## config.mk

```make
export PLATFORM = sky130hd
export DESIGN_NAME = uart_tx_buf_flat
export DESIGN_NICKNAME = d
export VERILOG_FILES = /design/src/rtl/uart_tx_buf_if.sv /design/src/rtl/uart_tx_buf.sv /design/src/flat_wrapper.sv
export SDC_FILE = /design/constraint.sdc
export NUM_CORES = 1
export LEC_CHECK = 0
export ABC_AREA = 1
export CORE_MARGIN = 2
export CORE_UTILIZATION = 63
export CTS_CLUSTER_SIZE = 30
export DETAILED_ROUTE_END_ITERATION = 7
export PLACE_DENSITY = 0.82
export SKIP_CTS_REPAIR_TIMING = 1
export SLEW_MARGIN = 20
export SYNTH_ARGS = -nofsm -noshare
export SYNTH_HDL_FRONTEND = slang
export SYNTH_SLANG_ARGS = --single-unit
```

## constraint.sdc

```tcl
create_clock -name sys_clk -period 5.7 [get_ports sys_clk]
set_input_delay 1.14 -clock sys_clk [delete_from_list [all_inputs] [get_ports sys_clk]]
set_output_delay 1.14 -clock sys_clk [all_outputs]
set_load 0.02 [all_outputs]
```

## src/rtl/uart_tx_buf_if.sv

```systemverilog
// Producer-side byte stream into the UART transmit buffer.
// A byte moves on a rising edge where in_valid && in_ready. The producer holds in_data
// stable while in_valid is high, and in_ready never depends on in_valid.
interface uart_tx_buf_if;
  logic [7:0] in_data;
  logic       in_valid;
  logic       in_ready;

  modport master (output in_data, output in_valid, input in_ready);
  modport slave  (input in_data, input in_valid, output in_ready);
endinterface

```

## src/rtl/uart_tx_buf.sv

```systemverilog
// FIFO byte buffer that sequences bytes into a UART transmitter with a fixed enable pulse and inter-byte gap.
// Optional WAIT-state timeout is compiled in with `define UART_TX_BUF_TIMEOUT_EN.
module uart_tx_buf #(
  parameter int DEPTH   = 16,
  parameter int AW      = 4,
  parameter int EN_HOLD = 4,
  parameter int GAP_CYC = 2
`ifdef UART_TX_BUF_TIMEOUT_EN
  , parameter int TIMEOUT_CYC = 65535
`endif
) (
  input  logic           sys_clk,
  input  logic           sys_rst,
  uart_tx_buf_if.slave   in_if,
  input  logic           flush,
  output logic [7:0]     uart_data,
  output logic           uart_tx_en,
  input  logic           tx_done,
  output logic [AW:0]    fifo_count,
  output logic           busy,
  output logic           err_timeout,
  output logic [1:0]     dbg_state
);

  typedef enum logic [1:0] {
    IDLE  = 2'd0,
    PULSE = 2'd1,
    WAIT  = 2'd2,
    GAP   = 2'd3
  } state_e;

  localparam int CW = 16;

  state_e          state_q, state_d;
  logic [AW-1:0]   wr_ptr_q, wr_ptr_d;
  logic [AW-1:0]   rd_ptr_q, rd_ptr_d;
  logic [AW:0]     count_q, count_d;
  logic [7:0]      data_q, data_d;
  logic            en_q, en_d;
  logic [CW-1:0]   cnt_q, cnt_d;
  logic [7:0]      mem_q [DEPTH];
  logic            push, pop;
`ifdef UART_TX_BUF_TIMEOUT_EN
  logic            err_q, err_d;
`endif

  assign in_if.in_ready = !sys_rst && (count_q != (AW+1)'(DEPTH));
  assign push = in_if.in_valid && in_if.in_ready && !flush;
  assign pop  = (state_q == IDLE) && (count_q != '0) && !flush;

  always_comb begin
    wr_ptr_d = wr_ptr_q;
    rd_ptr_d = rd_ptr_q;
    count_d  = count_q;
    state_d  = state_q;
    data_d   = data_q;
    en_d     = en_q;
    cnt_d    = cnt_q;
`ifdef UART_TX_BUF_TIMEOUT_EN
    err_d    = err_q;
`endif

    // Flush empties the queue but leaves an already-launched byte running.
    if (flush) begin
      count_d  = '0;
      rd_ptr_d = wr_ptr_q;
    end else begin
      if (push) wr_ptr_d = wr_ptr_q + AW'(1);
      if (pop)  rd_ptr_d = rd_ptr_q + AW'(1);
      if (push && !pop)      count_d = count_q + (AW+1)'(1);
      else if (pop && !push) count_d = count_q - (AW+1)'(1);
    end

    // cnt is shared: enable hold time in PULSE, timeout in WAIT, gap length in GAP.
    unique case (state_q)
      IDLE: begin
        if (pop) begin
          data_d  = mem_q[rd_ptr_q];
          en_d    = 1'b1;
          cnt_d   = '0;
          state_d = PULSE;
        end
      end
      PULSE: begin
        if (cnt_q == CW'(EN_HOLD - 1)) begin
          en_d    = 1'b0;
          cnt_d   = '0;
          state_d = WAIT;
        end else begin
          cnt_d = cnt_q + CW'(1);
        end
      end
      WAIT: begin
        if (tx_done) begin
          cnt_d   = '0;
          state_d = GAP;
        end
`ifdef UART_TX_BUF_TIMEOUT_EN
        else if (cnt_q == CW'(TIMEOUT_CYC - 1)) begin
          err_d   = 1'b1;
          cnt_d   = '0;
          state_d = GAP;
        end else begin
          cnt_d = cnt_q + CW'(1);
        end
`endif
      end
      GAP: begin
        if (cnt_q == CW'(GAP_CYC - 1)) state_d = IDLE;
        else                            cnt_d   = cnt_q + CW'(1);
      end
      default: state_d = IDLE;
    endcase
  end

  always_ff @(posedge sys_clk) begin
    if (sys_rst) begin
      state_q  <= IDLE;
      wr_ptr_q <= '0;
      rd_ptr_q <= '0;
      count_q  <= '0;
      data_q   <= 8'h00;
      en_q     <= 1'b0;
      cnt_q    <= '0;
`ifdef UART_TX_BUF_TIMEOUT_EN
      err_q    <= 1'b0;
`endif
    end else begin
      state_q  <= state_d;
      wr_ptr_q <= wr_ptr_d;
      rd_ptr_q <= rd_ptr_d;
      count_q  <= count_d;
      data_q   <= data_d;
      en_q     <= en_d;
      cnt_q    <= cnt_d;
`ifdef UART_TX_BUF_TIMEOUT_EN
      err_q    <= err_d;
`endif
    end
  end

  always_ff @(posedge sys_clk) begin
    if (push) mem_q[wr_ptr_q] <= in_if.in_data;
  end

  assign uart_data  = data_q;
  assign uart_tx_en = en_q;
  assign fifo_count = count_q;
  assign busy       = (state_q != IDLE) || (count_q != '0);
  assign dbg_state  = state_q;
`ifdef UART_TX_BUF_TIMEOUT_EN
  assign err_timeout = err_q;
`else
  assign err_timeout = 1'b0;
`endif

endmodule

```

## src/flat_wrapper.sv

```systemverilog
// flat-port wrapper written by rule: the top's interface ports become plain ports
module uart_tx_buf_flat 
#(
  parameter int DEPTH   = 16,
  parameter int AW      = 4,
  parameter int EN_HOLD = 4,
  parameter int GAP_CYC = 2

)
  (sys_clk, sys_rst, flush, uart_data, uart_tx_en, tx_done, fifo_count, busy, err_timeout, dbg_state, in_if_in_data, in_if_in_valid, in_if_in_ready);
  uart_tx_buf_if in_if_i ();
  input  logic sys_clk;
  input  logic sys_rst;
  input  logic flush;
  output logic [7:0] uart_data;
  output logic uart_tx_en;
  input  logic tx_done;
  output logic [AW:0] fifo_count;
  output logic busy;
  output logic err_timeout;
  output logic [1:0] dbg_state;
  input wire logic [$bits(in_if_i.in_data)-1:0] in_if_in_data;
  input wire logic [$bits(in_if_i.in_valid)-1:0] in_if_in_valid;
  output wire logic [$bits(in_if_i.in_ready)-1:0] in_if_in_ready;
  assign in_if_i.in_data = in_if_in_data;
  assign in_if_i.in_valid = in_if_in_valid;
  assign in_if_in_ready = in_if_i.in_ready;
  uart_tx_buf #(.DEPTH(DEPTH), .AW(AW), .EN_HOLD(EN_HOLD), .GAP_CYC(GAP_CYC)) u_core (.sys_clk(sys_clk), .sys_rst(sys_rst), .in_if(in_if_i), .flush(flush), .uart_data(uart_data), .uart_tx_en(uart_tx_en), .tx_done(tx_done), .fifo_count(fifo_count), .busy(busy), .err_timeout(err_timeout), .dbg_state(dbg_state));
endmodule
```

# Yosys cells after proc, flatten, opt, wreduce, memory -nomap -nowiden
# Memory sizes are Yosys's and may differ from the RTL's. A register that Yosys moved wholly into a read port is not among the register bits.
# Index checks and enable logic that the tools add are counted.
dict set report totals {
  mem_bits_rw 128
  memories 1
  ff_bits 32
  output_inout_bits 19
  wordCells 67
  input_bits 13
}
# name depth width read_ports rd_ports_with_merged_regs wr line_no
set memory_table {}
lappend memory_table {u_core.mem_q 16 8 1 1 1 uart_tx_buf.sv:41} ;# logic [7:0] mem_q [DEPTH];
dict set report classes {
  bitwise 1
  n_eq_ne 11
  addsub 5
  muxes 19
  reduce_logical 24
}
# operator n
set ops {}
lappend ops {{$mux W16} 4}
lappend ops {{$pmux W16 S4} 1}
lappend ops {{$add A16 B1 Y16 const B} 1}
lappend ops {{$eq A16 B1 Y1 const B} 1}
lappend ops {{$eq A16 B2 Y1 const B} 1}
lappend ops {{$mux W5} 2}
lappend ops {{$add A4 B1 Y4 const B} 2}
lappend ops {{$mux W2} 4}
lappend ops {{$mux W4} 2}
lappend ops {{$pmux W2 S4} 1}
lappend ops {{$reduce_bool A2 Y1} 4}
lappend ops {{$logic_and A1 B1 Y1} 7}
lappend ops {{$ne A2 B1 Y1 const B} 3}
lappend ops {{$reduce_and A3 Y1} 2}
lappend ops {{$add A5 B1 Y5 const B} 1}
lappend ops {{$ne A5 B5 Y1 const B} 1}
lappend ops {{$reduce_bool A5 Y1} 1}
lappend ops {{$sub A5 B1 Y5 const B} 1}
lappend ops {{$eq A2 B2 Y1 const B} 2}
lappend ops {{$logic_not A1 Y1} 4}
lappend ops {{$mux W1} 4}
lappend ops {{$ne A2 B2 Y1 const B} 2}
lappend ops {{$reduce_and A2 Y1} 2}
lappend ops {{$reduce_and A4 Y1} 1}
lappend ops {{other kinds (6)} 6}

# Logic depth before layout (Yosys ltp)
# Gate-level depths: netlist of run 1.
dict set report logic_depth {
  ltp_word 8
  depth_mapped 14
  mapped_depth_nobuf 14
}

# Worst setup path after synthesis of run 1
# Ideal clock, no wire load.
dict set report synth_path {
  path_kind {input port to flip-flop}
  startpoint {input flush}
  endpoint {register u_core.count_q[4], in the netlist u_core.fifo_count[4]}
  setup_ps 120
  path_stages 12
  path_buffers 0
  setup_slack_ps 2789
  required_time_ps 5580
  arrival_ps 2791
  path_cell_list {nor2_1 nand3_1 inv_1 ha_1 inv_1 ha_1 nand2_1 nand2_1 o21ai_0 nand3_1 o21ai_0 a21oi_1}
}
dict set report synth_between {
  elab_chain_len 5
  elab_cells_between_ends 10
  classes_between {mux (1); reduce/logical (9)}
}
# item line_no
set synth_lines {}
lappend synth_lines {{from (decl)} flat_wrapper.sv:14} ;# input logic flush;
lappend synth_lines {{$logic_not A1 Y1} {uart_tx_buf.sv:48, uart_tx_buf.sv:49}}
lappend synth_lines {{$logic_and A1 B1 Y1 (on tied branches)} {uart_tx_buf.sv:49, uart_tx_buf.sv:48}}
lappend synth_lines {{$logic_not A1 Y1 (on tied branches)} {uart_tx_buf.sv:70, uart_tx_buf.sv:71}}
lappend synth_lines {{$logic_and A1 B1 Y1 (on tied branches)} {uart_tx_buf.sv:70, uart_tx_buf.sv:71}}
lappend synth_lines {{$mux W5 or $reduce_bool A2 Y1 (tied branches)} --}
lappend synth_lines {{to (signal assigned)} uart_tx_buf.sv:132} ;# count_q <= count_d;
lappend synth_lines {{to (decl)} uart_tx_buf.sv:37} ;# logic [AW:0] count_q, count_d;
# Several ways; a longest one is shown, not always the timed one.
# A chain may end at the register's enable or synchronous reset.

# Worst setup path after layout of run 1
dict set report layout_path {
  startpoint {input sys_rst}
  endpoint {output in_if_in_ready}
}
dict set report layout_between {
  elab_chain_len 2
}
# item line_no
set layout_lines {}
lappend layout_lines {{from (decl)} flat_wrapper.sv:13} ;# input logic sys_rst;
lappend layout_lines {{$logic_not A1 Y1} uart_tx_buf.sv:47} ;# assign in_if.in_ready = !sys_rst && (count_q != (AW+1)'(DEPTH));
lappend layout_lines {{$logic_and A1 B1 Y1} uart_tx_buf.sv:47}
lappend layout_lines {{to (decl)} flat_wrapper.sv:24} ;# output wire logic [$bits(in_if_i.in_ready)-1:0] in_if_in_ready;
# Every way passes these cells.

==> impl_metrics.py, run 1 <==
metrics = {
    "yosys": {
        "yosysTopAreaCellShare": 0.5044,
        "yosysUniqueCellTypes": 32,
        "post_synth_instance_area_mm2": 0.007620,
        "post-synth-top-area-cell": "sky130_fd_sc_hd__edfxtp_1",
        "syn_inst": 766,
        "synth.yosys.seq_area_share": 0.6095,
        "synthesis.yosys.warnings": 0,
        "post_synth_main_area_contributors": "sky130_fd_sc_hd__edfxtp_1 (50%), sky130_fd_sc_hd__dfxtp_1 (11%), sky130_fd_sc_hd__nor2_1 (7.5%), sky130_fd_sc_hd__nand2_1 (5.1%), sky130_fd_sc_hd__o21ai_0 (5.0%)",
        "synthesis.area_per_instance_um2": 9.948,
        "synth_fp_nets": 796,
        "synth.ff_latch_count": 168,
    },
    "min_path": {
        "worstHoldPathCells": 2,
        "worst_hold_path_type": "flop to flop",
    },
    "global_route": {
        "grt_util_all_layers": 0.2835,
        "maximum_number_of_pins_on_one_net_before_global_route_repair": 69,
        "number_of_global_route_vias_before_repair": 5505,
        "antenna_violations_before_repair": 0,
        "grt_first_pass_wirelength_um": 27890,
        "grt_overflow": 0,
    },
    "die": {
        "fp.dieArea_mm2": 0.01299,
        "initial_core_util": 0.6397,
        "std_cell_rows": 40,
        "core_area_mm2": 0.01191,
        "die_width_um": 114.0,
        "die_height_um": 114.0,
        "boundaryPins": 32,
    },
    "sta": {
        "finClkSkew_ns": 0.008374,
        "timing.final.setup_violations": 0,
        "rsz0062_at_grt": "false",
        "hold_violations": 0,
        "setup_total_negative_slack_ns": 0,
        "worst-slew-pin-transition_ns": 0.8598,
        "finalCritPeriodShare": 0.6975,
        "achievable-frequency_mhz": 251.5,
        "slew_headroom": 0.4250,
        "finalCriticalPeriod_ns": 3.976,
        "max_slew_violation_count": 0,
    },
    "finish": {
        "layout_commonest_cell": "sky130_fd_sc_hd__nor2_1",
        "final_layout_size_suffix_gt1_frac": 0.06156,
        "final_nets": 813,
        "sequential_cell_area_mm2": 0.004649,
        "final_cell_mix": "sky130_fd_sc_hd__nor2_1 (153), sky130_fd_sc_hd__edfxtp_1 (128), sky130_fd_sc_hd__nand2_1 (104)",
        "number_of_diodes_added_for_antenna_fixing": 0,
        "multiInputGateArea_mm2": 0.002576,
        "layout-area-overhead-vs-synth_pct": 11.74,
        "fill_cells": 849,
        "post_layout_nonfiller_instances": 943,
    },
    "clock_tree": {
        "cts-buffers-inserted": 17,
        "clk_root_buffer_cell": "sky130_fd_sc_hd__clkbuf_16",
        "clock_insertion_delay_worst_skew_ns": 0.42,
        "cts_tree": "built",
        "cts_htree_levels": 4,
        "clock_slew_at_the_register_clock_pins_of_the_worst_setup_and_hold_paths_ns": 0.06,
        "clock_sink_total": 168,
        "clock_path_buffers": 2,
    },
    "setup_path": {
        "worstSetupEndpointType": "primary output",
        "critPathLaunchType": "primary input",
        "timing.setup.critical_path_class": "primary input to primary output",
        "worstPathArrival_ns": 2.84,
        "crit_path_max_fanout": 21,
        "logic_depth_of_the_worst_register_to_register_path": 13,
        "worst_ep_required_time_ns": 4.56,
    },
    "route": {
        "dr.pass1.iters": 5,
        "vias": 5759,
        "postRouteWirelength_um": 17480,
        "dr.first_iter.drc_count": 583,
        "routed_via_density": 6.107,
        "routed_wire_per_std_cell_um": 18.53,
        "remaining_drc_errors": 0,
        "ant_nets": 0,
    },
    "pwr": {
        "pwr_density_cell_mw_per_mm2": 360.5,
        "ir_worst_vdd_mv": 0.3351,
        "power_leakage_uw": 0.002998,
    },
    "run": {
        "maxcap_viol_count": 0,
    },
    "placed_design": {
        "placed_cells_incl_taps": 911,
        "port_buffers": 30,
        "gp_routability_congestion": 0.8989,
        "place_hpwl_um": 11260,
    },
    "status": {
        "status": "finished, final reports clean",
    },
}
==> flip-flops by register name (all words and copies together), names as in the netlist <==
name / cells
u_core.wr_ptr_q: 4
u_core.cnt_q: 16
u_core.dbg_state: 2
u_core.uart_data: 8
u_core.mem_q: 128
u_core.fifo_count: 5
u_core.uart_tx_en: 1
u_core.rd_ptr_q: 4
==> cells in the mapped netlist, drive strengths merged <==
library cell    n
o21bai          2
nor2          159
nand3          49
o21ai          76
nand3b          1
o211ai         32
edfxtp        128
nor4            1
a21oi          30
xnor2           2
a31oi           5
inv            54
buf            21
dfxtp          40
fa              1
xor2            9
conb            1
nand2         108
clkinv          1
o21a            8
nand4           8
ha             16
clkbuf         14
==> final cells by class <==
class,instances,share of cell area
repair buffers,33,0.03791
multi-input cells,508,0.3026
clock inverters,15,0.01763
clock buffers,17,0.04996
well taps,147,0.02160
flip-flops and latches,168,0.5461
inverters,55,0.02425
==> routing by layer <==
| metal | wire [um] | track usage | up-vias | share of wire |
|---|---|---|---|---|
| li1 | - | - | 2669 | - |
| met1 | 7155 | 0.3795 | 2708 | 0.41 |
| met2 | 8180 | 0.4452 | 319 | 0.47 |
| met3 | 1487 | 0.05367 | 63 | 0.085 |
| met4 | 653 | 0.1480 | 0 | 0.037 |
| met5 | 0 | 0 | - | 0 |
==> worst paths after layout <==
check	startpoint	endpoint	slack, ns
max	sys_rst	in_if_in_ready	1.72
min	u_core.cnt_q[15]	u_core.cnt_q[15]	0.47
max reg2reg	u_core.fifo_count[1]	u_core.fifo_count[4]	3.12
min reg2reg	u_core.cnt_q[15]	u_core.cnt_q[15]	0.47
==> worst max-delay path, stage by stage <==
cell	delay [ns]
sky130_fd_sc_hd__clkdlybuf4s50_1	0.39
sky130_fd_sc_hd__buf_4	0.21
sky130_fd_sc_hd__inv_1	0.34
sky130_fd_sc_hd__nand2_1	0.10
sky130_fd_sc_hd__inv_1	0.06
sky130_fd_sc_hd__clkdlybuf4s50_1	0.59
==> cell families after synthesis <==
family	share of synthesized area
fa+ha+maj	0.02890
xor+xnor	0.01264
other cells	0.0004921
flops	0.6095
compound gates	0.1151
buf+inv	0.05238
simple gates	0.1810
==> per-stage QoR <==
stage                     total power, uW  worst slack, ns    util  instance area (um^2)  hold slack [ns]
final                                3070            1.724  0.7148                  8514           0.4670
after global routing                 3183            1.611  0.7148                  8514           0.4898
after CTS                            3064            1.719  0.7146                  8512           0.4657
after detailed placement             1962            1.734  0.6663                  7936           0.4569
after global placement               1943            1.719  0.6663                  7936           0.4487
after floorplan                      1798            2.789       -                  7620           0.4392
==> power by group <==
part	switching [uW]	internal, uW	total [uW]
Clock	471	647	1120
Sequential	36.6	1350	1380
Combinational	390	178	568
Total	898	2170	3070
(Power assumes the default switching activity.)
==> inputs of run 2 (changes only) <==
CORE_UTILIZATION = 61   (was 63)
PLACE_DENSITY = 0.8   (was 0.82)
clock period = 3.9 ns   (was 5.7 ns; I/O delays follow)
==> impl_metrics.py, run 2 (synthesis gave the netlist of run 1 again) <==
metrics = {
    "status": {
        "status": "finished, final reports clean",
    },
    "die": {
        "core_area_mm2": 0.01211,
        "fp.dieArea_mm2": 0.01340,
        "boundaryPins": 32,
        "die_height_um": 115.8,
        "die_width_um": 115.8,
        "std_cell_rows": 40,
        "initial_core_util": 0.6291,
    },
    "finish": {
        "layout-area-overhead-vs-synth_pct": 11.74,
        "final_util": 0.7030,
        "sequential_cell_area_mm2": 0.004649,
        "final_layout_size_suffix_gt1_frac": 0.06407,
        "multiInputGateArea_mm2": 0.002576,
        "layout_commonest_cell": "sky130_fd_sc_hd__nor2_1",
        "final_nets": 813,
        "number_of_diodes_added_for_antenna_fixing": 0,
        "largest_register_ff_count": 128,
        "fill_cells": 913,
        "largest-register": "u_core.mem_q",
        "final_cell_mix": "sky130_fd_sc_hd__nor2_1 (153), sky130_fd_sc_hd__edfxtp_1 (128), sky130_fd_sc_hd__nand2_1 (104)",
    },
    "clock_tree": {
        "cts_htree_levels": 4,
        "clk_root_buffer_cell": "sky130_fd_sc_hd__clkbuf_16",
        "clock_sink_total": 168,
        "clock_path_buffers": 2,
        "clock_insertion_delay_worst_skew_ns": 0.44,
        "cts-buffers-inserted": 17,
        "cts_tree": "built",
        "clock_slew_at_the_register_clock_pins_of_the_worst_setup_and_hold_paths_ns": 0.07,
    },
    "placed_design": {
        "place_hpwl_um": 11150,
        "port_buffers": 30,
        "gp_routability_congestion": 0.8573,
    },
    "sta": {
        "finalCriticalPeriod_ns": 3.161,
        "finalCritPeriodShare": 0.8106,
        "worst-slew-pin-transition_ns": 0.9736,
        "achievable-frequency_mhz": 316.3,
        "rsz0062_at_grt": "false",
        "max_slew_violation_count": 0,
        "timing.final.setup_violations": 0,
        "finClkSkew_ns": 0.007896,
        "setup_total_negative_slack_ns": 0,
        "hold_violations": 0,
        "slew_headroom": 0.3502,
    },
    "setup_path": {
        "worst_ep_required_time_ns": 4.23,
        "crit_path_max_fanout": 7,
        "critPathLaunchType": "primary input",
        "timing.setup.critical_path_class": "primary input to flop",
        "worstSetupEndpointType": "flop",
        "worstPathArrival_ns": 3.49,
    },
    "route": {
        "routed_wire_per_std_cell_um": 18.08,
        "dr.first_iter.drc_count": 664,
        "vias": 5679,
        "routed_via_density": 5.891,
        "postRouteWirelength_um": 17430,
        "ant_nets": 0,
        "remaining_drc_errors": 0,
        "dr.pass1.iters": 6,
    },
    "global_route": {
        "number_of_global_route_vias_before_repair": 5374,
        "grt_util_all_layers": 0.2729,
        "grt_util_met1": 0.3665,
        "gr-max-usage-layer": "met2",
        "gr-usage-met2": 0.4370,
        "grt_overflow": 0,
        "antenna_violations_before_repair": 0,
        "grt_util_met3": 0.08473,
        "maximum_number_of_pins_on_one_net_before_global_route_repair": 68,
        "grt_first_pass_wirelength_um": 27340,
    },
    "pwr": {
        "pwr_density_cell_mw_per_mm2": 518.8,
        "power_leakage_uw": 0.002994,
        "ir_worst_vdd_mv": 0.3984,
    },
    "min_path": {
        "worst_hold_path_type": "flop to flop",
    },
    "run": {
        "maxcap_viol_count": 0,
    },
}
[run 2: changes by cell type in the layout (fill, tap and decap cells not counted)]
cell                         before  now
sky130_fd_sc_hd__bufinv_16        2    0
sky130_fd_sc_hd__clkinv_1         3    1
sky130_fd_sc_hd__inv_4            0    2
sky130_fd_sc_hd__inv_6            4    6
sky130_fd_sc_hd__clkbuf_8         0    1
sky130_fd_sc_hd__clkinv_4         1    0
sky130_fd_sc_hd__clkinvlp_2       1    0
sky130_fd_sc_hd__inv_8            1    2
[run 2: worst paths after layout]
path | startpoint | slack [ns] | cells after the start | to
hold reg to reg | u_core.cnt_q[15] | 0.46 | 2 | u_core.cnt_q[15]
setup / recovery | flush | 0.74 | 13 | u_core.fifo_count[4]
setup reg to reg | u_core.fifo_count[1] | 1.32 | 13 | u_core.fifo_count[4]
hold / removal | u_core.cnt_q[15] | 0.46 | 2 | u_core.cnt_q[15]
[run 2: layer usage]
metal  vias up  wire length [um]
met1      2661              7317
met5         -                 0
met2       326              8065
met3        29              1763
li1       2663                 -
met4         0               282
[run 2: per-stage QoR]
| stage | hold slack, ns | cells | total power [uW] | cell area (um^2) | setup WS, ns |
|---|---|---|---|---|---|
| after floorplan | 0.4392 | 766 | 2627 | 7620 | 1.349 |
| after detailed placement | 0.4557 | 932 | 2878 | 7963 | 0.3755 |
| final | 0.4642 | 964 | 4417 | 8514 | 0.7386 |
| after global placement | 0.4482 | 932 | 2848 | 7963 | 0.5575 |
| after CTS | 0.4673 | 964 | 4426 | 8512 | 0.7907 |
| after global routing | 0.4911 | 964 | 4593 | 8514 | 0.4682 |
[run 2: layout make-up]
class,instances,area share
inverters,55,0.02425
repair buffers,33,0.03791
clock buffers,18,0.05158
multi-input cells,508,0.3026
clock inverters,14,0.01293
flip-flops and latches,168,0.5461
well taps,168,0.02469
[run 2: power breakdown]
part           leakage (uW)  internal (uW)  switching (uW)  total, uW
clock network      0.000277            847             725       1570
logic               0.00124            261             563        823
registers           0.00148           1970            53.1       2020
[run 2: worst max-delay path, stage by stage]
cell and delay [ns]:
sky130_fd_sc_hd__clkdlybuf4s50_1 0.52, sky130_fd_sc_hd__nor2_1 0.30, sky130_fd_sc_hd__nand3_1 0.22, sky130_fd_sc_hd__inv_1 0.27, sky130_fd_sc_hd__ha_1 0.28, sky130_fd_sc_hd__inv_1 0.11, sky130_fd_sc_hd__ha_1 0.33, sky130_fd_sc_hd__nand2_1 0.08
sky130_fd_sc_hd__nand2_1 0.06, sky130_fd_sc_hd__o21ai_0 0.16, sky130_fd_sc_hd__nand3_1 0.11, sky130_fd_sc_hd__o21ai_0 0.19, sky130_fd_sc_hd__a21oi_1 0.06
==> inputs of run 3 (changes only) <==
CORE_UTILIZATION = 55   (was 61)
PLACE_DENSITY = 0.76   (was 0.8)
clock period = 2.8 ns   (was 3.9 ns; I/O delays follow)
==> impl_metrics.py, run 3 (synthesis gave the netlist of run 1 again) <==
metrics = {
    "route": {
        "vias": 5652,
        "dr.first_iter.drc_count": 527,
        "remaining_drc_errors": 0,
        "dr.pass1.iters": 5,
        "routed_wire_per_std_cell_um": 17.49,
        "postRouteWirelength_um": 17510,
        "routed_via_density": 5.646,
        "ant_nets": 0,
    },
    "finish": {
        "layout_commonest_cell": "sky130_fd_sc_hd__nor2_1",
        "largest-register": "u_core.mem_q",
        "layout-area-overhead-vs-synth_pct": 14.52,
        "final_nets": 838,
        "number_of_diodes_added_for_antenna_fixing": 0,
        "largest_register_ff_count": 128,
        "fill_cells": 1046,
        "final_cell_mix": "sky130_fd_sc_hd__nor2_1 (153), sky130_fd_sc_hd__edfxtp_1 (128), sky130_fd_sc_hd__nand2_1 (104)",
        "final_layout_size_suffix_gt1_frac": 0.08526,
    },
    "min_path": {
        "worstHoldPathCells": 2,
        "worst_hold_path_type": "flop to flop",
        "startpoint_of_the_worst_hold_path": "u_core.cnt_q[15]",
        "hold-path-endpoint": "u_core.cnt_q[15]",
    },
    "setup_path": {
        "logic_depth_of_the_worst_register_to_register_path": 12,
        "timing.setup.critical_path_class": "primary input to primary output",
        "worstPathArrival_ns": 2.01,
        "crit_path_max_fanout": 20,
        "rrSetupSlack_ns": 0.46,
        "rr_endpoint": "u_core.fifo_count[4]",
        "critPathLaunchType": "primary input",
        "worst_r2r_startpoint": "u_core.dbg_state[0]",
        "worst_ep_required_time_ns": 2.24,
        "worstSetupEndpointType": "primary output",
    },
    "clock_tree": {
        "clock_slew_at_the_register_clock_pins_of_the_worst_setup_and_hold_paths_ns": 0.06,
        "clk_root_buffer_cell": "sky130_fd_sc_hd__clkbuf_16",
        "clock_insertion_delay_worst_skew_ns": 0.43,
        "cts-buffers-inserted": 17,
        "clock_path_buffers": 2,
        "cts_htree_levels": 4,
        "cts_tree": "built",
        "clock_sink_total": 168,
    },
    "pwr": {
        "power_switching_share": 0.2934,
        "p_int_uw": 4340,
        "share_comb_of_total_power": 0.193,
        "ir_worst_vdd_mv": 0.4988,
        "pwr_density_cell_mw_per_mm2": 703.9,
        "seqPwrFrac": 0.457,
        "clockPowerShare": 0.350,
        "netSwitchingPower_uw": 1802,
        "power_leakage_uw": 0.003120,
    },
    "sta": {
        "rsz0062_at_grt": "false",
        "worst-slew-pin-transition_ns": 0.7856,
        "finalCriticalPeriod_ns": 2.574,
        "setup_total_negative_slack_ns": 0,
        "max_slew_violation_count": 0,
        "finalCritPeriodShare": 0.9193,
        "slew_headroom": 0.4746,
        "holdWs_ns": 0.4582,
        "timing.final.setup_violations": 0,
        "hold_violations": 0,
        "achievable-frequency_mhz": 388.5,
        "finClkSkew_ns": 0.006723,
    },
    "die": {
        "core_area_mm2": 0.01372,
        "fp.dieArea_mm2": 0.01481,
        "die_height_um": 121.7,
        "die_width_um": 121.7,
        "std_cell_rows": 43,
        "initial_core_util": 0.5554,
        "boundaryPins": 32,
    },
    "global_route": {
        "antenna_violations_before_repair": 0,
        "grt_overflow": 0,
        "maximum_number_of_pins_on_one_net_before_global_route_repair": 68,
        "number_of_global_route_vias_before_repair": 5651,
        "grt_util_all_layers": 0.2537,
        "grt_first_pass_wirelength_um": 28510,
    },
    "placed_design": {
        "place_hpwl_um": 11270,
        "port_buffers": 30,
        "gp_routability_congestion": 0.9175,
    },
    "status": {
        "status": "finished, final reports clean",
    },
    "run": {
        "maxcap_viol_count": 0,
    },
}
==> run 3: cell count changes in the layout (fill, tap and decap cells not counted), sizes merged <==
cell,change
buf,+25
inv,-7
clkinv,+5
bufinv,+1
clkbuf,+1
==> run 3: layout make-up <==
cell class,count,area [um^2],area share
Multi-Input combinational cell,508,2576,0.2952
Clock buffer,19,432.9,0.04961
Tap cell,180,225.2,0.02581
Sequential cell,168,4647,0.5325
Clock inverter,13,102.6,0.01176
Timing Repair Buffer,58,535.5,0.06137
Inverter,55,206.4,0.02366
==> run 3: routing by layer <==
layer / GRT usage / part of all wire / wire (um)
met5: 0 / 0 / 0
met4: 0.1056 / 0.023 / 405
met3: 0.05009 / 0.086 / 1500
met2: 0.4147 / 0.47 / 8216
met1: 0.3338 / 0.42 / 7387
==> run 3: per-stage QoR <==
| stage | util | cell area, um^2 | instances | total power, uW | setup WS (ns) |
|---|---|---|---|---|---|
| 3_3_place_gp | 0.5970 | 8190 | 969 | 3990 | 0.1380 |
| 4_1_cts | 0.6360 | 8726 | 1001 | 6159 | 0.2218 |
| 3_5_place_dp | 0.5970 | 8190 | 969 | 4028 | 0.06247 |
| 6_report | 0.6360 | 8726 | 1001 | 6142 | 0.2259 |
| 2_1_floorplan | - | 7620 | 766 | 3659 | 0.4687 |
| 5_1_grt | 0.6360 | 8726 | 1001 | 6394 | 0.1514 |
==> run 3: power groups by stage <==
stage               Sequential, uW  Combinational [uW]  Clock [uW]
global route                  2810                1320        2260
CTS                           2810                1180        2170
detailed placement            2860                1170           0
finish                        2810                1190        2150
floorplan                     2900                 764           0
global placement              2850                1140           0
==> run 3: how the worst max path moves through the flow <==
stage,startpoint,end,slack (ns),cells after the start
2_1_floorplan,flush,u_core.fifo_count[4],0.47,12
3_3_place_gp,flush,u_core.fifo_count[4],0.14,13
3_5_place_dp,flush,u_core.fifo_count[4],0.06,13
4_1_cts,sys_rst,in_if_in_ready,0.22,6
5_1_grt,sys_rst,in_if_in_ready,0.15,6
6_report,sys_rst,in_if_in_ready,0.23,6
==> run 3: worst max-delay path, stage by stage <==
cell	delay [ns]
sky130_fd_sc_hd__clkdlybuf4s50_1	0.47
sky130_fd_sc_hd__buf_4	0.26
sky130_fd_sc_hd__inv_1	0.09
sky130_fd_sc_hd__nand2_1	0.07
sky130_fd_sc_hd__inv_1	0.04
sky130_fd_sc_hd__clkdlybuf4s50_1	0.52
